File: src/rtl/fp_tile_arb_pkg.sv
// Shared types and the round-robin picker for the FP tile arbiter.
// Tags travel alongside adder operations to steer results back.
package fp_tile_arb_pkg;

  localparam int N_PORTS = 4;

  typedef enum logic [1:0] {
    ARB,
    OPA,
    OPB
  } arb_state_t;

  typedef struct packed {
    logic       vld;
    logic [1:0] port;
    logic       last;
  } tag_t;

  // Returns {found, index}; the lowest offset from ptr wins.
  function automatic logic [2:0] rr_pick(
    input logic [N_PORTS-1:0] elig,
    input logic [1:0]         ptr
  );
    logic [2:0] r;
    logic [1:0] idx;
    r = '0;
    for (int i = N_PORTS - 1; i >= 0; i--) begin
      idx = ptr + 2'(i);
      if (elig[idx]) r = {1'b1, idx};
    end
    return r;
  endfunction

endpackage

File: src/rtl/fp_arb_out_fifo.sv
// Per-port result buffer; output is read from the storage flops,
// so data stays stable until popped.
module fp_arb_out_fifo #(
  parameter int W     = 33,
  parameter int DEPTH = 4
) (
  input  logic         clk,
  input  logic         rst,
  input  logic         wr,
  input  logic [W-1:0] wdata,
  input  logic         rd,
  output logic [W-1:0] rdata,
  output logic         nonempty
);

  localparam int AW = $clog2(DEPTH);

  logic [W-1:0] mem [DEPTH];
  logic [AW-1:0] wp;
  logic [AW-1:0] rp;
  logic [AW:0]   cnt;
  logic          full;

  assign full     = (cnt == (AW+1)'(DEPTH));
  assign nonempty = (cnt != '0);
  assign rdata    = mem[rp];

  always_ff @(posedge clk) begin
    if (rst) begin
      wp  <= '0;
      rp  <= '0;
      cnt <= '0;
    end else begin
      if (wr) wp <= wp + 1'b1;
      if (rd) rp <= rp + 1'b1;
      cnt <= cnt + (AW+1)'(wr) - (AW+1)'(rd);
    end
  end

  always_ff @(posedge clk) begin
    if (wr) mem[wp] <= wdata;
  end

  // Upstream credits must make this unreachable.
  no_overflow: assert property (@(posedge clk) disable iff (rst) !(wr && full));

endmodule

File: src/rtl/fp_tile_arbiter.sv
// Shares one pipelined FP adder among four stream ports, with
// round-robin grants and credit-protected per-port result FIFOs.
module fp_tile_arbiter
  import fp_tile_arb_pkg::*;
#(
  parameter int BW        = 32,
  parameter int BWB       = BW / 8,
  parameter int LATENCY   = 11,
  parameter int OUT_DEPTH = 4
) (
  input  logic              clk_line,
  input  logic              clk_line_rst_high,
  input  logic [3:0]        stream_in_TVALID,
  output logic [3:0]        stream_in_TREADY,
  input  logic [4*BW-1:0]   stream_in_TDATA,
  input  logic [4*BWB-1:0]  stream_in_TKEEP,
  input  logic [3:0]        stream_in_TLAST,
  output logic [3:0]        stream_out_TVALID,
  input  logic [3:0]        stream_out_TREADY,
  output logic [4*BW-1:0]   stream_out_TDATA,
  output logic [4*BWB-1:0]  stream_out_TKEEP,
  output logic [3:0]        stream_out_TLAST,
  output logic              fpu_op_valid,
  output logic [BW-1:0]     fpu_op_a,
  output logic [BW-1:0]     fpu_op_b,
  input  logic              fpu_res_valid,
  input  logic [BW-1:0]     fpu_res_data,
  output logic              err_tag_mismatch
);

  localparam int CW = $clog2(OUT_DEPTH) + 1;

  logic clk;
  logic rst;
  assign clk = clk_line;
  assign rst = clk_line_rst_high;

  arb_state_t state, state_d;
  logic [1:0]  gnt, gnt_d, rr_ptr;
  logic [2:0]  pick;
  logic        grant_now, a_hs, b_hs;
  logic [3:0]  elig, out_hs;
  logic [BW-1:0] a_q, in_data;
  logic [CW-1:0] credit [N_PORTS];
  tag_t        op_tag;
  tag_t        pipe [LATENCY];
  tag_t        tag_out;
  logic        unused_keep;

  assign unused_keep      = ^stream_in_TKEEP;
  assign stream_out_TKEEP = '1;
  assign out_hs  = stream_out_TVALID & stream_out_TREADY;
  assign in_data = stream_in_TDATA[int'(gnt)*BW +: BW];
  assign a_hs    = (state == OPA) && stream_in_TVALID[gnt];
  assign b_hs    = (state == OPB) && stream_in_TVALID[gnt];
  assign tag_out = pipe[LATENCY-1];

  always_comb begin
    for (int p = 0; p < N_PORTS; p++)
      elig[p] = stream_in_TVALID[p] && (credit[p] != '0);
  end

  assign pick = rr_pick(elig, rr_ptr);

  always_comb begin
    state_d          = state;
    gnt_d            = gnt;
    grant_now        = 1'b0;
    stream_in_TREADY = '0;
    unique case (state)
      ARB: begin
        if (pick[2]) begin
          gnt_d     = pick[1:0];
          grant_now = 1'b1;
          state_d   = OPA;
        end
      end
      OPA: begin
        stream_in_TREADY[gnt] = 1'b1;
        if (stream_in_TVALID[gnt]) state_d = OPB;
      end
      OPB: begin
        stream_in_TREADY[gnt] = 1'b1;
        if (stream_in_TVALID[gnt]) state_d = ARB;
      end
      default: state_d = ARB;
    endcase
  end

  always_ff @(posedge clk) begin
    if (rst) begin
      state <= ARB;
      gnt   <= '0;
    end else begin
      state <= state_d;
      gnt   <= gnt_d;
    end
  end

  always_ff @(posedge clk) begin
    if (rst) begin
      rr_ptr           <= '0;
      a_q              <= '0;
      fpu_op_valid     <= 1'b0;
      fpu_op_a         <= '0;
      fpu_op_b         <= '0;
      op_tag           <= '0;
      err_tag_mismatch <= 1'b0;
    end else begin
      fpu_op_valid <= b_hs;
      op_tag <= '{vld: b_hs, port: gnt, last: stream_in_TLAST[gnt]};
      if (a_hs) a_q <= in_data;
      if (b_hs) begin
        fpu_op_a <= a_q;
        fpu_op_b <= in_data;
        rr_ptr   <= gnt + 2'd1;
      end
      if (tag_out.vld != fpu_res_valid) err_tag_mismatch <= 1'b1;
    end
  end

  // Tag enters alongside fpu_op_valid so the last stage meets fpu_res_valid.
  always_ff @(posedge clk) begin
    if (rst) begin
      for (int i = 0; i < LATENCY; i++) pipe[i] <= '0;
    end else begin
      pipe[0] <= op_tag;
      for (int i = 1; i < LATENCY; i++) pipe[i] <= pipe[i-1];
    end
  end

  always_ff @(posedge clk) begin
    for (int p = 0; p < N_PORTS; p++) begin
      if (rst) credit[p] <= CW'(OUT_DEPTH);
      else credit[p] <= credit[p] + CW'(out_hs[p])
                      - CW'(grant_now && (gnt_d == 2'(p)));
    end
  end

  for (genvar p = 0; p < N_PORTS; p++) begin : g_out
    fp_arb_out_fifo #(
      .W     (BW + 1),
      .DEPTH (OUT_DEPTH)
    ) u_fifo (
      .clk      (clk),
      .rst      (rst),
      .wr       (tag_out.vld && (tag_out.port == 2'(p))),
      .wdata    ({tag_out.last, fpu_res_data}),
      .rd       (out_hs[p]),
      .rdata    ({stream_out_TLAST[p], stream_out_TDATA[p*BW +: BW]}),
      .nonempty (stream_out_TVALID[p])
    );
  end

endmodule

File: config.mk
export PLATFORM = sky130hd
export DESIGN_NAME = fp_tile_arbiter
export DESIGN_NICKNAME = d
export VERILOG_FILES = /design/src/rtl/fp_tile_arb_pkg.sv /design/src/rtl/fp_arb_out_fifo.sv /design/src/rtl/fp_tile_arbiter.sv
export SDC_FILE = /design/constraint.sdc
export NUM_CORES = 1
export LEC_CHECK = 0
export ABC_AREA = 1
export ABC_CLOCK_PERIOD_IN_PS = 7150
export CAP_MARGIN = 20
export CORE_AREA = 4 4 233 235
export CTS_CLUSTER_DIAMETER = 30
export DETAILED_ROUTE_END_ITERATION = 7
export DIE_AREA = 0 0 237 239
export MAX_ROUTING_LAYER = met4
export PLACE_DENSITY = 0.84
export SYNTH_ARGS = -nofsm -noshare
export SYNTH_HDL_FRONTEND = slang
export SYNTH_HIERARCHICAL = 1
export SYNTH_SLANG_ARGS = --single-unit
export TNS_END_PERCENT = 100
File: constraint.sdc
create_clock -name clk_line -period 7.15 [get_ports clk_line]
set_input_delay 1.43 -clock clk_line [delete_from_list [all_inputs] [get_ports clk_line]]
set_output_delay 1.43 -clock clk_line [all_outputs]
set_load 0.02 [all_outputs]
Word level (Yosys, flattened, before mapping)
Memory sizes are Yosys's and may differ from the RTL's. A register that Yosys moved wholly into a read port is not among the register bits.
Cells that the tools add are included.

word-level totals
  bits in registers = 135
  bits in writable memories = 584
  bits of input ports = 191
  output and inout port bits = 222
  word-level logic and storage cells = 180
  memories kept = 6

memories
  memory               depth  bits a word  rd ports  clocked after memory_dff  write ports  RTL line               text
  g_out[0].u_fifo.mem  4      33           1         1                         1            fp_arb_out_fifo.sv:18  logic [W-1:0] mem [DEPTH];
  g_out[1].u_fifo.mem  4      33           1         1                         1            fp_arb_out_fifo.sv:18
  g_out[2].u_fifo.mem  4      33           1         1                         1            fp_arb_out_fifo.sv:18
  g_out[3].u_fifo.mem  4      33           1         1                         1            fp_arb_out_fifo.sv:18
  pipe                 11     4            11        0                         11           fp_tile_arbiter.sv:46  tag_t pipe [LATENCY];
  credit               4      3            4         0                         4            fp_tile_arbiter.sv:44  logic [CW-1:0] credit [N_PORTS];

operators by class
  $add $sub $neg = 28
  magnitude comparators = 6
  equal/unequal tests = 12
  shifts and indexed selects = 1
  multiplexer cells = 61
  bitwise logic cells = 16
  reductions and logical operators = 28

operator list
  kind                   number
  $shiftx A128 B8 Y32    1
  $mux W4                12
  $mux W2                13
  $add A3 B1 Y3          8
  $mux W3                8
  $reduce_bool A3 Y1     8
  $sub A3 B1 Y3          8
  $add A2 B1 Y2 const B  10
  $mux W1                20
  $logic_and A1 B1 Y1    15
  $lt A2 B3 Y1 const B   5
  $or A1 B1 Y1           15
  $bmux W1 S2            6
  $eq A2 B2 Y1 const B   5
  $eq A2 B1 Y1 const B   3
  $logic_not A2 Y1       3
  $pmux W2 S3            1
  $add A2 B2 Y2 const B  2
  $and A4 B4 Y4          1
  $ne A2 B1 Y1 const B   2
  $reduce_and A3 Y1      1
  $demux W1 S2           1
  $ge A2 B1 Y1 const B   1
  $ne A2 B2 Y1 const B   1
  other kinds (2)        2

Longest topological paths before layout
Gate-level depths: netlist (run 1).
An unclocked memory read counts as a cell.

  word-level depth = 15
  depth in mapped cells = 20
  mapped depth without buffers = 20

Modules after synthesis
Netlist (run 1), hierarchy kept.

by module, submodules not included
  module                                 times used  cells each  area an instance (µm²)  seq. area each (µm²)
  fp_arb_out_fifo (g_out[0].u_fifo ...)  3           440         5868.1                  4144.0
  fp_tile_arbiter                        1           932         7035.5                  3263.1
  fp_arb_out_fifo (g_out[1].u_fifo)      1           441         5871.9                  4144.0

Least setup slack after synthesis (run 1)
OpenSTA, ideal clock, no wires.

  kind = input to register
  start point = in stream_in_TVALID[0]
  end point = mem credit[2][2] (netlist bit)
  library setup time = 0.063 ns
  arrival = 3.417 ns
  data required time = 7.087 ns
  path slack = 3.670 ns
  cell stages on the path = 17
  path buffers = 0
  cell sequence = nand3_1 > nand2_1 > nand2_1 > nand2_2 > inv_2 > nand3_4 > nand2_4 > inv_4 > nand3_2 > and2_1 > ha_1 > inv_1 > ha_1 > inv_1 > fa_1 > or2_2 > nand3_1

RTL lines
  what             RTL line               text
  start, declared  fp_tile_arbiter.sv:13  input logic [3:0] stream_in_TVALID,
  end, declared    fp_tile_arbiter.sv:44

==> impl_metrics.ini, run 1 <==
[critical_path]
cp.depth = 5
crit_fanout = 72
startpoint_type = flip-flop
cp-end-kind = primary output
path_buf_inv = 2
critPathKind = reg -> out
timing.critical_path.cells = buf_4, a21oi_1, o21ai_0, nand2_1, clkdlybuf4s50_1
path_delay_family = buffers and inverters
r2r_cells = 11
crit_path_top_delay_cell = dfxtp_4
cp.required_ps = 5720
slowest_delay_ps = 890
arrival_ps = 3400

[sta]
drv_slew = 0
setup_slack_ps = 2320
relSlewSlack = 0.324
final-hold-violation-count = 0
period_needed_ps = 4830
final.setup.tns_ps = 0
tightest_slew_ps = 1010
fmax_mhz = 207
final.period_utilization = 0.675
fin_worst_skew_ps = 25.8
setup_viol = 0
rsz0062_at_grt = false

[clock_tree]
hold_buffers = 0
clockBufferDepth = 3
cts.sinks = 727
numCtsBuffers = 115
cts_resized = 0
htreeDepth = 3
clock_latency_ps = 660
path_clk_slew_ps = 50
cts_setup_buffers = 0
cts_tree = done
root_buffer = clkbuf_16

[power_and_ir_drop]
power.leakage_nw = 14.5
peakVddDrop_mv = 0.237
powerDensity_mw_per_mm2 = 371

[layout]
layout-drive-gt1-share = 0.151
final_common_cell = edfxtp_1
final_nets = 3311
antennaDiodeCount = 0
final-seq-area_mm2 = 0.0199
syn2layout_area_growth_pct = 26.3
layout_common_cells = edfxtp_1 (528), nand2_1 (430), inv_1 (410)
multi_input_area_mm2 = 0.00803
n_fill_cell = 3247

[detailed_routing]
drtIter0Drc = 1432
drc = 0
route.antenna.remaining_nets = 0
vias = 21000
postRouteWirelength_um = 73800
routedWlPerCell_um = 19.1
drtPass1Iterations = 5
viasPerCell = 5.43

[floorplan]
fp.dieH_um = 239
dieArea_mm2 = 0.0566
io_pins = 413
rows = 84
start_util = 0.584
die_w_um = 237
core-area_mm2 = 0.0522

[run]
drv_cap = 0

[synth]
syn_area_per_cell_um2 = 11.3
yosys_warnings = 6
synth_edf_count = 528
ys_types = 38
synthFlopType = edfxtp_1
synth_area_mm2 = 0.0305
synth_async_sr_flop_share = 0
seq_area_frac_synth = 0.650
synthCells = 2693
ys_seq_elements = 727

[place]
pre_cts_slack_ps = 2900
gp_congestion = 0.919
port_buffers = 380
hpwlAfterDp_um = 46200

[grt]
grt_use_total = 0.262
antenna_found_initial = 0
grt_max_degree = 85
grt_pass1_wl_um = 113000
grt_overflow = 0
grt_pass1_vias = 21400

[min_path]
min_path_type = reg -> reg
hold_path_depth = 2

[outcome]
status = complete, no violations
==> registers in the layout, indices dropped and copies added, names as in the netlist, named ones only <==
signal and count:
g_out.u_fifo/mem 528, pipe 44, a_q 32, fpu_op_a 32, fpu_op_b 32, credit 12, g_out.u_fifo/cnt 12, g_out.u_fifo/rp 8
g_out.u_fifo/wp 8, op_tag 4, gnt 2, rr_ptr 2, state 2, err_tag_mismatch 1
==> power breakdown <==
part / switching (mW) / internal [mW]
combinational: 2.13 / 1.32
sequential: 0.292 / 4.71
clock: 2.03 / 3.79
total: 4.45 / 9.82
==> worst reg2reg max path, delay by kind of cell, from the launching register on <==
kind	cells	cell delay (ps)
compound gates	2	460
simple gates	4	1010
flops	1	310
buf+inv	5	1790
==> final timing paths <==
check                                 from              endpoint  slack [ps]
worst max register to register      gnt[0]           fpu_op_b[1]        3410
worst min register to register  pipe[1][0]            pipe[2][0]         390
worst max-delay path             flip-flop  stream_out_TDATA[61]        2320
worst min-delay path            pipe[1][0]            pipe[2][0]         390
==> per-layer routing <==
metal / wire, um / track usage / up-vias
met3: 5200 / 0.0543 / 193
met5: 0 / - / -
met1: 26300 / 0.281 / 10100
met2: 39000 / 0.466 / 817
li1: - / - / 9820
met4: 3170 / 0.120 / 0
==> cell usage after synthesis (2+ instances only) <==
cell type | number | share of area
buf_2 | 36 | 0.0059
fa_1 | 8 | 0.0052
inv_4 | 3 | 0.00062
ha_1 | 40 | 0.016
buf_1 | 6 | 0.00074
nor3_1 | 4 | 0.00066
nand2_2 | 85 | 0.017
or2_2 | 4 | 0.00082
a21oi_1 | 274 | 0.045
a32o_1 | 18 | 0.0059
clkbuf_1 | 36 | 0.0044
nor2_2 | 2 | 0.00041
o21ai_1 | 31 | 0.0051
o211ai_2 | 132 | 0.054
nor2_1 | 110 | 0.014
o21ai_0 | 188 | 0.031
o22ai_1 | 14 | 0.0029
buf_6 | 41 | 0.015
edfxtp_1 | 528 | 0.52
nand3_1 | 27 | 0.0044
inv_1 | 410 | 0.050
xnor2_1 | 2 | 0.00057
nand2_1 | 430 | 0.053
xor2_1 | 3 | 0.00086
dfxtp_1 | 199 | 0.13
nand3_2 | 3 | 0.00098
inv_2 | 6 | 0.00074
buf_4 | 43 | 0.011
==> final cells by class <==
cell class	count	area share
sequential	727	0.516
clock buffer	131	0.0792
tap	688	0.0223
multi-input combinational	1400	0.208
timing repair buffer	409	0.104
inverter	419	0.0410
clock inverter	87	0.0292
==> metrics by stage <==
stage / hold slack [ps] / cell area (um2) / util / instances / power [mW]
after floorplan: 388 / 30600 / - / 2708 / 7.30
after global placement: 388 / 34300 / 0.658 / 3643 / 8.34
after detailed placement: 394 / 34300 / 0.658 / 3643 / 8.48
after CTS: 397 / 38500 / 0.737 / 3861 / 14.4
after global routing: 411 / 38500 / 0.737 / 3861 / 14.9
final: 387 / 38500 / 0.737 / 3861 / 14.3
==> kinds of logic after synthesis <==
group                      share of synthesized area
DFF                                            0.650
and+or+nand+nor                               0.0929
AOI/OAI and AO/OA                              0.145
buffers and inverters                         0.0886
adders and majority gates                     0.0217
xor gates and xnor gates                     0.00197
other                                       0.000123
Power figures use the tool's default switching activity.
==> inputs of run 2 (changes only) <==
--- a/config.mk
+++ b/config.mk
@@ -6,14 +6,14 @@
 export NUM_CORES = 1
 export LEC_CHECK = 0
 export ABC_AREA = 1
-export ABC_CLOCK_PERIOD_IN_PS = 7150
+export ABC_CLOCK_PERIOD_IN_PS = 4150
 export CAP_MARGIN = 20
-export CORE_AREA = 4 4 233 235
+export CORE_AREA = 4 4 253 255
 export CTS_CLUSTER_DIAMETER = 30
 export DETAILED_ROUTE_END_ITERATION = 7
-export DIE_AREA = 0 0 237 239
+export DIE_AREA = 0 0 257 259
 export MAX_ROUTING_LAYER = met4
-export PLACE_DENSITY = 0.84
+export PLACE_DENSITY = 0.76
 export SYNTH_ARGS = -nofsm -noshare
 export SYNTH_HDL_FRONTEND = slang
 export SYNTH_HIERARCHICAL = 1
==> constraint.sdc (replaced) <==
create_clock -name clk_line -period 4.15 [get_ports clk_line]
set_input_delay 0.83 -clock clk_line [delete_from_list [all_inputs] [get_ports clk_line]]
set_output_delay 0.83 -clock clk_line [all_outputs]
set_load 0.02 [all_outputs]
==> impl_metrics.ini, run 2 (synthesized netlist as in run 1, its figures left out) <==
[sta]
period_needed_ps = 3750
tightest_slew_ps = 915
relSlewSlack = 0.390
final-hold-violation-count = 0
setup_viol = 0
rsz0062_at_grt = false
fmax_mhz = 267
final.period_utilization = 0.902
drv_slew = 0
fin_worst_skew_ps = 22.9
final.setup.tns_ps = 0

[clock_tree]
cts_resized = 0
clockBufferDepth = 3
cts_setup_buffers = 0
path_clk_slew_ps = 40
clock_latency_ps = 700
cts.sinks = 727
hold_buffers = 0
cts_tree = done
numCtsBuffers = 134
root_buffer = clkbuf_16
htreeDepth = 4

[critical_path]
path_buf_inv = 2
startpoint_type = flip-flop
arrival_ps = 2920
critPathKind = reg -> out
r2r_setup_slack_ps = 1300
slowest_delay_ps = 890
cp.required_ps = 3320
path_delay_family = buffers and inverters
timing.critical_path.cells = buf_4, a21oi_1, o21ai_0, nand2_1, clkdlybuf4s50_1
cp-end-kind = primary output
crit_path_top_delay_cell = dfxtp_4
crit_fanout = 72

[detailed_routing]
route.antenna.remaining_nets = 0
postRouteWirelength_um = 73800
viasPerCell = 5.12
vias = 20700
drtPass1Iterations = 7
drtIter0Drc = 1403
routedWlPerCell_um = 18.2
drc = 0

[place]
gp_congestion = 0.898
place_area_mm2 = 0.0347
hpwlAfterDp_um = 48400
port_buffers = 380

[layout]
layout_common_cells = edfxtp_1 (528), nand2_1 (430), inv_1 (410)
antennaDiodeCount = 0
syn2layout_area_growth_pct = 28.7
largest_reg_flops = 528
regMostFlops = g_out.u_fifo/mem
final_nets = 3341
layout-drive-gt1-share = 0.159
fin_area_mm2 = 0.0393
reg_top3 = g_out.u_fifo/mem x528, pipe x44
final_common_cell = edfxtp_1

[min_path]
min_path_type = reg -> reg

[outcome]
status = complete, no violations

[floorplan]
rows = 91
die_w_um = 257
fp.dieH_um = 259
dieArea_mm2 = 0.0666
start_util = 0.495
core-area_mm2 = 0.0616
io_pins = 413

[power_and_ir_drop]
p_clk_frac = 0.425
swShare = 0.309
powerDensity_mw_per_mm2 = 646
p_comb_frac = 0.238
power.leakage_nw = 14.8
p_seq_frac = 0.337
p_int_mw = 17.5
p_sw_mw = 7.84
peakVddDrop_mv = 0.387

[run]
drv_cap = 0

[grt]
grt_pass1_vias = 21100
top_usage_layer = met2
grtUsageMet2 = 0.399
grt_use_met1 = 0.244
use_met3 = 0.0564
grt_pass1_wl_um = 114000
grt_overflow = 0
grt_use_total = 0.225
grt_max_degree = 132
antenna_found_initial = 0
[run 2: cell count changes in the layout (fill, tap and decap cells not counted), moves of 4 or more]
| cell | change |
|---|---|
| buf_4 | +4 |
| clkinv_2 | +11 |
| clkbuf_16 | +15 |
| buf_12 | +6 |
| clkbuf_1 | +6 |
[run 2: stage by stage]
stage | total power, mW | util | cells | worst slack [ps] | hold slack, ps
after floorplan | 12.6 | - | 2708 | 1270 | 388
after global placement | 14.5 | 0.563 | 3802 | 545 | 389
after detailed placement | 14.7 | 0.564 | 3803 | 523 | 395
after CTS | 25.6 | 0.638 | 4050 | 362 | 397
after global routing | 26.5 | 0.638 | 4050 | 256 | 412
final | 25.4 | 0.638 | 4050 | 405 | 395
[run 2: layout make-up]
class | count | area (um2)
fill | 4506 | 22300
tap | 837 | 1050
timing repair buffer | 420 | 4200
sequential | 727 | 19900
clock buffer | 153 | 3460
inverter | 419 | 1580
clock inverter | 94 | 1110
multi-input combinational | 1400 | 8030
[run 2: tightest hold or removal path, stage by stage, from the launching register on]
cell and delay (ps):
dfxtp_1 290, inv_1 40, nor2_1 30
[run 2: worst paths after layout]
check | from | end | cells past startpoint
hold / removal | pipe[3][1] | pipe[4][1] | 2
setup reg to reg | rr_ptr[0] | credit[3][2] | 19
hold reg to reg | pipe[3][1] | pipe[4][1] | 2
setup / recovery | flip-flop | stream_out_TDATA[46] | 5
[run 2: metal layers]
metal	wire (um)	up-vias
met5	0	-
met1	27800	10000
met2	39000	655
met3	4550	142
met4	2430	0
li1	-	9895
[run 2: power groups by stage]
stage	Clock (mW)	Combinational (mW)	Sequential, mW
2_1_floorplan	0	4.14	8.43
3_3_place_gp	0	5.86	8.65
3_5_place_dp	0	6.04	8.67
4_1_cts	10.9	6.09	8.54
5_1_grt	11.3	6.61	8.59
6_report	10.8	6.04	8.54
